===== config.mk =====
export PLATFORM = sky130hd
export DESIGN_NAME = dac_stream_bridge
export DESIGN_NICKNAME = d
export VERILOG_FILES = /design/src/rtl/dac_stream_bridge.sv
export SDC_FILE = /design/constraint.sdc
export NUM_CORES = 2
export LEC_CHECK = 0
export CORE_MARGIN = 5
export CORE_UTILIZATION = 45
export CTS_CLUSTER_DIAMETER = 200
export DETAILED_ROUTE_END_ITERATION = 8
export PLACE_DENSITY_LB_ADDON = 0.15
export SLEW_MARGIN = 20
export SYNTH_ARGS = -nofsm -noshare
export SYNTH_HDL_FRONTEND = slang
export SYNTH_SLANG_ARGS = --single-unit

===== constraint.sdc =====
create_clock -name clk -period 86.6 [get_ports clk]
set_input_delay 12.99 -clock clk [delete_from_list [all_inputs] [get_ports clk]]
set_output_delay 12.99 -clock clk [all_outputs]
set_load 0.01 [all_outputs]

===== src/rtl/dac_stream_bridge.sv =====
// Elastic AXI-Stream output stage for 256-bit DAC words with priming, underrun fill and overrun drop.
// Build option DAC_STREAM_HOLD_LAST_EN: underrun repeats the last sent word instead of zero.
module dac_stream_bridge #(
  parameter int DEPTH_LOG2      = 3,
  parameter int ENABLE_REG_ADDR = 0,
  parameter int THRESH_REG_ADDR = 0,
  parameter int CLEAR_REG_ADDR  = 0
) (
  input  logic         clk,
  input  logic         rst,
  input  logic [31:0]  gpio_in,
  input  logic [255:0] din,
  input  logic         din_valid,
  output logic [255:0] m_axis_tdata,
  output logic         m_axis_tvalid,
  input  logic         m_axis_tready,
  output logic [15:0]  underrun_cnt,
  output logic [15:0]  overrun_cnt,
  output logic         streaming
);

  localparam int DATA_W = 256;
  localparam int DEPTH  = 2 ** DEPTH_LOG2;
  localparam int PW     = DEPTH_LOG2;
  localparam int CW     = DEPTH_LOG2 + 1;

  typedef enum logic [1:0] {IDLE, PRIME, STREAM} state_t;

  function automatic logic [CW-1:0] clamp_thresh(input logic [7:0] t);
    if (t == 8'd0)              return CW'(1);
    else if (t > 8'(DEPTH))     return CW'(DEPTH);
    else                        return CW'(t);
  endfunction

  function automatic logic [15:0] sat_inc(input logic [15:0] v);
    return (v == 16'hFFFF) ? v : v + 16'd1;
  endfunction

  // Config bus: act on the rising edge of the write strobe
  logic        w_clk_p0;
  logic        gpio_wr, clr;
  logic        enable_q;
  logic [7:0]  thresh_q;

  assign gpio_wr = gpio_in[24] & ~w_clk_p0;
  assign clr     = gpio_wr && (gpio_in[15:0] == 16'(CLEAR_REG_ADDR));

  always_ff @(posedge clk or negedge rst) begin
    if (!rst) begin
      w_clk_p0 <= 1'b0;
      enable_q <= 1'b0;
      thresh_q <= 8'd1;
    end else begin
      w_clk_p0 <= gpio_in[24];
      if (gpio_wr && (gpio_in[15:0] == 16'(ENABLE_REG_ADDR))) enable_q <= gpio_in[16];
      if (gpio_wr && (gpio_in[15:0] == 16'(THRESH_REG_ADDR))) thresh_q <= gpio_in[23:16];
    end
  end

  logic [DATA_W-1:0] mem [DEPTH];
  logic [PW-1:0]     wr_ptr_q, rd_ptr_q;
  logic [CW-1:0]     count_q;
  logic              full, empty;
  state_t            state_q, state_d;
  logic              flush, rd_en, wr_en, underrun_ev, overrun_ev;
  logic [DATA_W-1:0] tdata_p1;

  assign full  = (count_q == CW'(DEPTH));
  assign empty = (count_q == '0);

  always_comb begin
    state_d     = state_q;
    flush       = 1'b0;
    rd_en       = 1'b0;
    underrun_ev = 1'b0;
    case (state_q)
      IDLE: begin
        flush = 1'b1;
        if (enable_q) state_d = PRIME;
      end
      PRIME: begin
        // Preload the output register on entry so the first beat is real data
        if (count_q >= clamp_thresh(thresh_q)) begin
          state_d = STREAM;
          rd_en   = 1'b1;
        end
      end
      STREAM: begin
        if (m_axis_tready) begin
          if (!empty) rd_en = 1'b1;
          else        underrun_ev = 1'b1;
        end
      end
      default: state_d = IDLE;
    endcase
    if (!enable_q) begin
      state_d = IDLE;
      flush   = 1'b1;
    end
  end

  // A read in the same cycle frees a slot, so a write at full is still accepted
  assign wr_en      = din_valid && !flush && (!full || rd_en);
  assign overrun_ev = din_valid && !flush && full && !rd_en;

  always_ff @(posedge clk) begin
    if (wr_en) mem[wr_ptr_q] <= din;
  end

  always_ff @(posedge clk or negedge rst) begin
    if (!rst) begin
      state_q      <= IDLE;
      wr_ptr_q     <= '0;
      rd_ptr_q     <= '0;
      count_q      <= '0;
      underrun_cnt <= 16'd0;
      overrun_cnt  <= 16'd0;
    end else begin
      state_q <= state_d;
      if (flush) begin
        wr_ptr_q <= '0;
        rd_ptr_q <= '0;
        count_q  <= '0;
      end else begin
        if (wr_en) wr_ptr_q <= wr_ptr_q + PW'(1);
        if (rd_en) rd_ptr_q <= rd_ptr_q + PW'(1);
        count_q <= count_q + CW'(wr_en) - CW'(rd_en);
      end
      if (clr) begin
        underrun_cnt <= 16'd0;
        overrun_cnt  <= 16'd0;
      end else begin
        if (underrun_ev) underrun_cnt <= sat_inc(underrun_cnt);
        if (overrun_ev)  overrun_cnt  <= sat_inc(overrun_cnt);
      end
    end
  end

  // Output register stage: only reloaded when the current beat is accepted
  always_ff @(posedge clk or negedge rst) begin
    if (!rst) begin
      tdata_p1 <= '0;
    end else if (flush) begin
      tdata_p1 <= '0;
    end else if (rd_en) begin
      tdata_p1 <= mem[rd_ptr_q];
    end else if (underrun_ev) begin
`ifdef DAC_STREAM_HOLD_LAST_EN
      tdata_p1 <= tdata_p1;
`else
      tdata_p1 <= '0;
`endif
    end
  end

  assign streaming     = (state_q == STREAM);
  assign m_axis_tvalid = streaming;
  assign m_axis_tdata  = tdata_p1;

endmodule


# Word-level counts from Yosys, hierarchy flattened
# Memories as Yosys holds them, arrays and structs flattened.
# Cells that the tools add are included.
dict set report classes {
  addsub 6
  reduce_logical 21
  n_bitwise 2
  eq_ne 9
  n_mux 31
  order_cmp 2
}
# op n
set op_table {}
lappend op_table {{256-bit two-way mux} 3}
lappend op_table {{16-bit two-way mux} 6}
lappend op_table {{16-bit by 1-bit adder with 16-bit output (second input constant)} 2}
lappend op_table {{16-bit == test (second input constant)} 2}
lappend op_table {{16-bit zero test} 1}
lappend op_table {{4-bit two-way mux} 4}
lappend op_table {{3-bit two-way mux} 4}
lappend op_table {{1-bit two-way mux} 10}
lappend op_table {{8-bit by 4-bit > comparator with 1-bit output (second input constant)} 1}
lappend op_table {{8-bit zero test} 1}
lappend op_table {{2-bit nonzero test} 4}
lappend op_table {{3-bit by 1-bit adder with 3-bit output (second input constant)} 2}
lappend op_table {{2-bit inequality test (second input constant)} 3}
lappend op_table {{2-bit one-hot mux with 3 select lines} 1}
lappend op_table {{2-bit AND reduction} 3}
lappend op_table {{1-bit logical AND} 5}
lappend op_table {{4-bit by 1-bit adder with 4-bit output} 1}
lappend op_table {{4-bit == test (second input constant)} 1}
lappend op_table {{4-bit >= comparator} 1}
lappend op_table {{4-bit zero test} 1}
lappend op_table {{2-bit two-way mux} 2}
lappend op_table {{4-bit by 1-bit subtractor with 4-bit output} 1}
lappend op_table {{1-bit zero test} 3}
lappend op_table {{3-bit inequality test (second input constant)} 1}
lappend op_table {{other kinds (8)} 8}
dict set report totals {
  memories 1
  output_inout_bits 290
  mem_bits_rw 2048
  wordCells 82
  reg_bits 310
  in_bits 292
}
# name words word_bits read_ports rd_clocked_by_memory_dff write_ports line
set mem_list {}
lappend mem_list {mem 8 256 1 0 1 60} ;# logic [DATA_W-1:0] mem [DEPTH];

# Logic depth before layout (Yosys ltp)
dict set report logic_depth {
  depth_word 12
  depth_mapped 15
  depth_no_buf 14
}

# Worst setup path after synthesis
# OpenSTA, ideal clock, no wires.
dict set report synth_path {
  path_type {in2reg}
  start {in m_axis_tready}
  end {mem mem[1][0], enable pin}
  t_arrival_ns 39.748
  slack_ns 45.265
  setup_time_ns 1.587
  required_time_ns 85.013
  n_path_buf 1
  cell_stages 6
  cell_sequence {and3_1 o2bb2ai_2 or2_2 clkbuf_1 o21bai_1 nor4b_1}
}
dict set report synth_between {
  elab_chain_len 6
}
# item line
set synth_rtl {}
lappend synth_rtl {{start: declaration} 16} ;# input logic m_axis_tready,
lappend synth_rtl {{1-bit two-way mux} 89} ;# if (m_axis_tready) begin
lappend synth_rtl {{1-bit one-hot mux with 2 select lines} 76} ;# case (state_q)
lappend synth_rtl {{1-bit logical OR} 103} ;# assign wr_en = din_valid && !flush && (!full || rd_en);
lappend synth_rtl {{1-bit logical AND} 103}
lappend synth_rtl {{1-bit two-way mux} 107} ;# if (wr_en) mem[wr_ptr_q] <= din;
lappend synth_rtl {{1-bit two-way mux (not written as such)} 107}
lappend synth_rtl {{end: declaration} 60}
# Every way passes these cells.

# Final worst setup path
dict set report layout_path {
  start {in m_axis_tready}
  end {mem mem[3][72], enable pin}
}
# The elaborated chain is that of the path after synthesis.

==> results.py <==
metrics = {
    "status": {
        "status": "completed",
    },
    "sta": {
        "fmax_mhz": 60.3,
        "whs_ps": 461,
        "finClkSkew_ps": 30.7,
        "fin_setup_tns_ps": 0,
        "fin_crit_sh": 0.192,
        "drv_slew": 0,
        "setup_viol": 0,
        "worstMarginPinSlew_ps": 1110,
        "rsz0062_at_grt": "no",
        "period_minus_slack_ps": 16590,
        "finalHoldViolCount": 0,
        "fin_ws_ps": 70010,
        "slew_headroom": 0.262,
    },
    "critical_path": {
        "path_common_cell": "buf_4",
        "crit_path_cell_trace": "clkdlybuf4s50_1 -> and3_1 -> o2bb2ai_2 -> or2_2 -> o21bai_1 -> nor3_2 -> buf_4 -> buf_4 -> buf_4",
        "end_kind": "flop",
        "slowest_stage": "buf_4",
        "regToRegSetupSlack_ps": 80880,
        "cp.required_ps": 87070,
        "worst-path-stages": 9,
        "cp_num_buf_inv": 4,
        "crit_family": "buffers and inverters",
        "r2r-end": "mem[3][72]$_DFFE_PP_",
        "cp-start-kind": "input pin",
        "timing.rr.start": "thresh_q[4]$_DFFE_PN0P_",
        "cp.arrival_ps": 17060,
        "path_class": "input pin to flop",
        "cp_max_fo": 50,
        "reg2regPathDepth": 12,
        "cp_slowest_stage_delay_ps": 930,
    },
    "synthesis": {
        "synth.area.mux_share": 0.160,
        "ys.flop_type": "edfxtp_1",
        "synthArstFlopShare": 0.131,
        "yosys_register_bits": 2358,
        "yosys.area_share.simple": 0.00938,
        "synth-xor-area-share": 0.00149,
        "yosys_warnings": 0,
        "seq_area_frac_synth": 0.786,
        "synthCells": 3865,
        "synth_compound_area_frac": 0.0302,
        "synth_adder_area_share": 0.00264,
        "synth_top_family_by_area": "multiplexers",
        "synthesis.nets": 4175,
        "syn-cell-area_sq_um": 88200,
        "syn_area_per_cell_sq_um": 22.8,
        "synth-edff-count": 2048,
        "ys_types": 50,
    },
    "power": {
        "power.leakage_nw": 33.1,
        "power.density_nw_per_um2": 21.9,
        "ir_drop_mv": 0.0184,
    },
    "clocking": {
        "path_clk_slew_ps": 60,
        "cts_resized": 0,
        "cts_buffers": 235,
        "hold_buffers": 0,
        "cts_tree": "done",
        "clkLatencyLatePin_ps": 880,
        "cts_root_buffer": "clkbuf_16",
        "clock_sinks": 2358,
        "cts_max_path_buffers": 3,
        "htreeDepth": 4,
        "post_cts_buffers": 0,
    },
    "routing": {
        "wire_per_inst_um": 27.8,
        "drt_iter0_drc": 2962,
        "drt_pass1_iterations": 5,
        "drc": 0,
        "vias": 41447,
        "wl_um": 206000,
        "ant_nets": 0,
        "vias_per_cell": 5.60,
    },
    "place": {
        "pre_cts_ws_ps": 69090,
        "io_buffer_count": 574,
        "place_congestion": 0.784,
        "dpl.hpwl_um": 110000,
    },
    "grt": {
        "grtUsageTotal": 0.201,
        "grt_max_degree": 137,
        "antenna_found_initial": 59,
        "grt-ovfl-total": 0,
        "first_global_vias": 44130,
        "grt_pass1_wl_um": 303000,
    },
    "run": {
        "cap_violations": 0,
    },
    "layout": {
        "final_cell_mix": "edfxtp_1, clkdlybuf4s50_1, mux4_2",
        "multi_input_area_sq_um": 18100,
        "syn_to_final_growth_pct": 19.3,
        "final_common_cell": "edfxtp_1",
        "drive_gt1_frac": 0.207,
        "seqCellArea_sq_um": 69300,
        "final_util": 0.540,
        "fin_nets": 4847,
        "fillers": 15114,
    },
    "die": {
        "die_h_um": 453,
        "core-area_sq_um": 195000,
        "num_rows": 162,
        "die_width_um": 453,
        "dieArea_sq_um": 205000,
        "start_util": 0.452,
        "boundaryPins": 582,
    },
    "hold_path": {
        "hold_class": "flop to flop",
        "hold_start": "thresh_q[5]$_DFFE_PN0P_",
        "hold_path_end": "thresh_q[5]$_DFFE_PN0P_",
        "hold_depth": 2,
    },
}
-- per-stage QoR --
step,cell area [sq um],instances,total power [mW]
floorplan,88200,3865,1.26
global placement,97100,6923,1.29
detailed placement,97100,6923,1.29
CTS,105000,7372,2.33
global route,105000,7387,2.38
finish,105000,7402,2.30
-- layer usage --
layer / track usage / vias to the layer above / part of all wire
met5: 0 / - / 0.00019
met4: 0.0603 / 6 / 0.025
met3: 0.0384 / 327 / 0.047
met2: 0.347 / 958 / 0.52
met1: 0.260 / 22425 / 0.40
li1: - / 17731 / -
-- cell usage after synthesis (4+ instances only) --
master / number / area (sq um)
o21ai_0: 9 / 45.0
mux2i_1: 261 / 2610
o31ai_1: 9 / 67.6
and3_1: 5 / 31.3
inv_1: 10 / 37.5
o211ai_1: 9 / 67.6
and4_1: 5 / 43.8
dfrtp_1: 309 / 7730
xor2_1: 11 / 96.3
buf_1: 61 / 229
nor4_1: 7 / 43.8
nor3_1: 9 / 45.0
nand2_1: 50 / 188
clkbuf_1: 100 / 375
or4_1: 10 / 75.1
or3_1: 7 / 43.8
a21oi_1: 14 / 70.1
xnor2_1: 4 / 35.0
nand3_1: 16 / 80.1
nor2_1: 27 / 101
o21a_1: 7 / 52.6
nand4_1: 4 / 25.0
edfxtp_1: 2048 / 61500
buf_2: 51 / 255
o2bb2ai_1: 256 / 2240
mux4_2: 512 / 11500
and2_1: 4 / 25.0
ha_1: 17 / 213
-- worst max-delay path by stage --
stage,start,to,slack [ps]
CTS,m_axis_tready,mem[3][70]$_DFFE_PP_,70020
floorplan,m_axis_tready,mem[1][0]$_DFFE_PP_,45260
finish,m_axis_tready,mem[3][72]$_DFFE_PP_,70010
global placement,m_axis_tready,mem[3][70]$_DFFE_PP_,69100
detailed placement,m_axis_tready,mem[3][70]$_DFFE_PP_,69090
global route,m_axis_tready,mem[3][70]$_DFFE_PP_,69890
-- kinds of logic (layout without fill, tap and decap cells) --
family | after synthesis | in the layout
DFF | 2358 | 2358
muxes | 773 | 773
AOI/OAI and AO/OA | 317 | 317
adders and majority gates | 18 | 18
and+or+nand+nor | 160 | 160
xor gates and xnor gates | 15 | 15
other | 0 | 29
buffers and inverters | 224 | 1108
-- flip-flops by register name, indices dropped and copies added, names as in the netlist, 3 cells and up --
name / count
count_q: 4
m_axis_tdata: 256
mem: 2048
overrun_cnt: 16
rd_ptr_q: 3
thresh_q: 8
underrun_cnt: 16
wr_ptr_q: 3
-- tightest hold or removal path: stages (launching register included) --
cell	delay (ps)
dfrtp_1	340
nand2_1	50
nand2_1	40
-- power breakdown --
| part | total (mW) | switching, mW | leakage, nW | internal [mW] |
|---|---|---|---|---|
| Combinational | 0.0276 | 0.0161 | 6.44 | 0.0116 |
| Sequential | 1.23 | 0.00000942 | 22.7 | 1.23 |
| Clock | 1.04 | 0.428 | 3.93 | 0.610 |
| Total | 2.30 | 0.444 | 33.1 | 1.86 |
-- layout make-up --
type	instances	share of cell area
Tap cell	2624	0.0312
Antenna cell	29	0.000690
Clock buffer	334	0.0636
Sequential cell	2358	0.658
Inverter	10	0.000357
Clock inverter	115	0.0126
Multi-Input combinational cell	1283	0.172
Timing Repair Buffer	649	0.0616
Power figures use the tool's default switching activity.
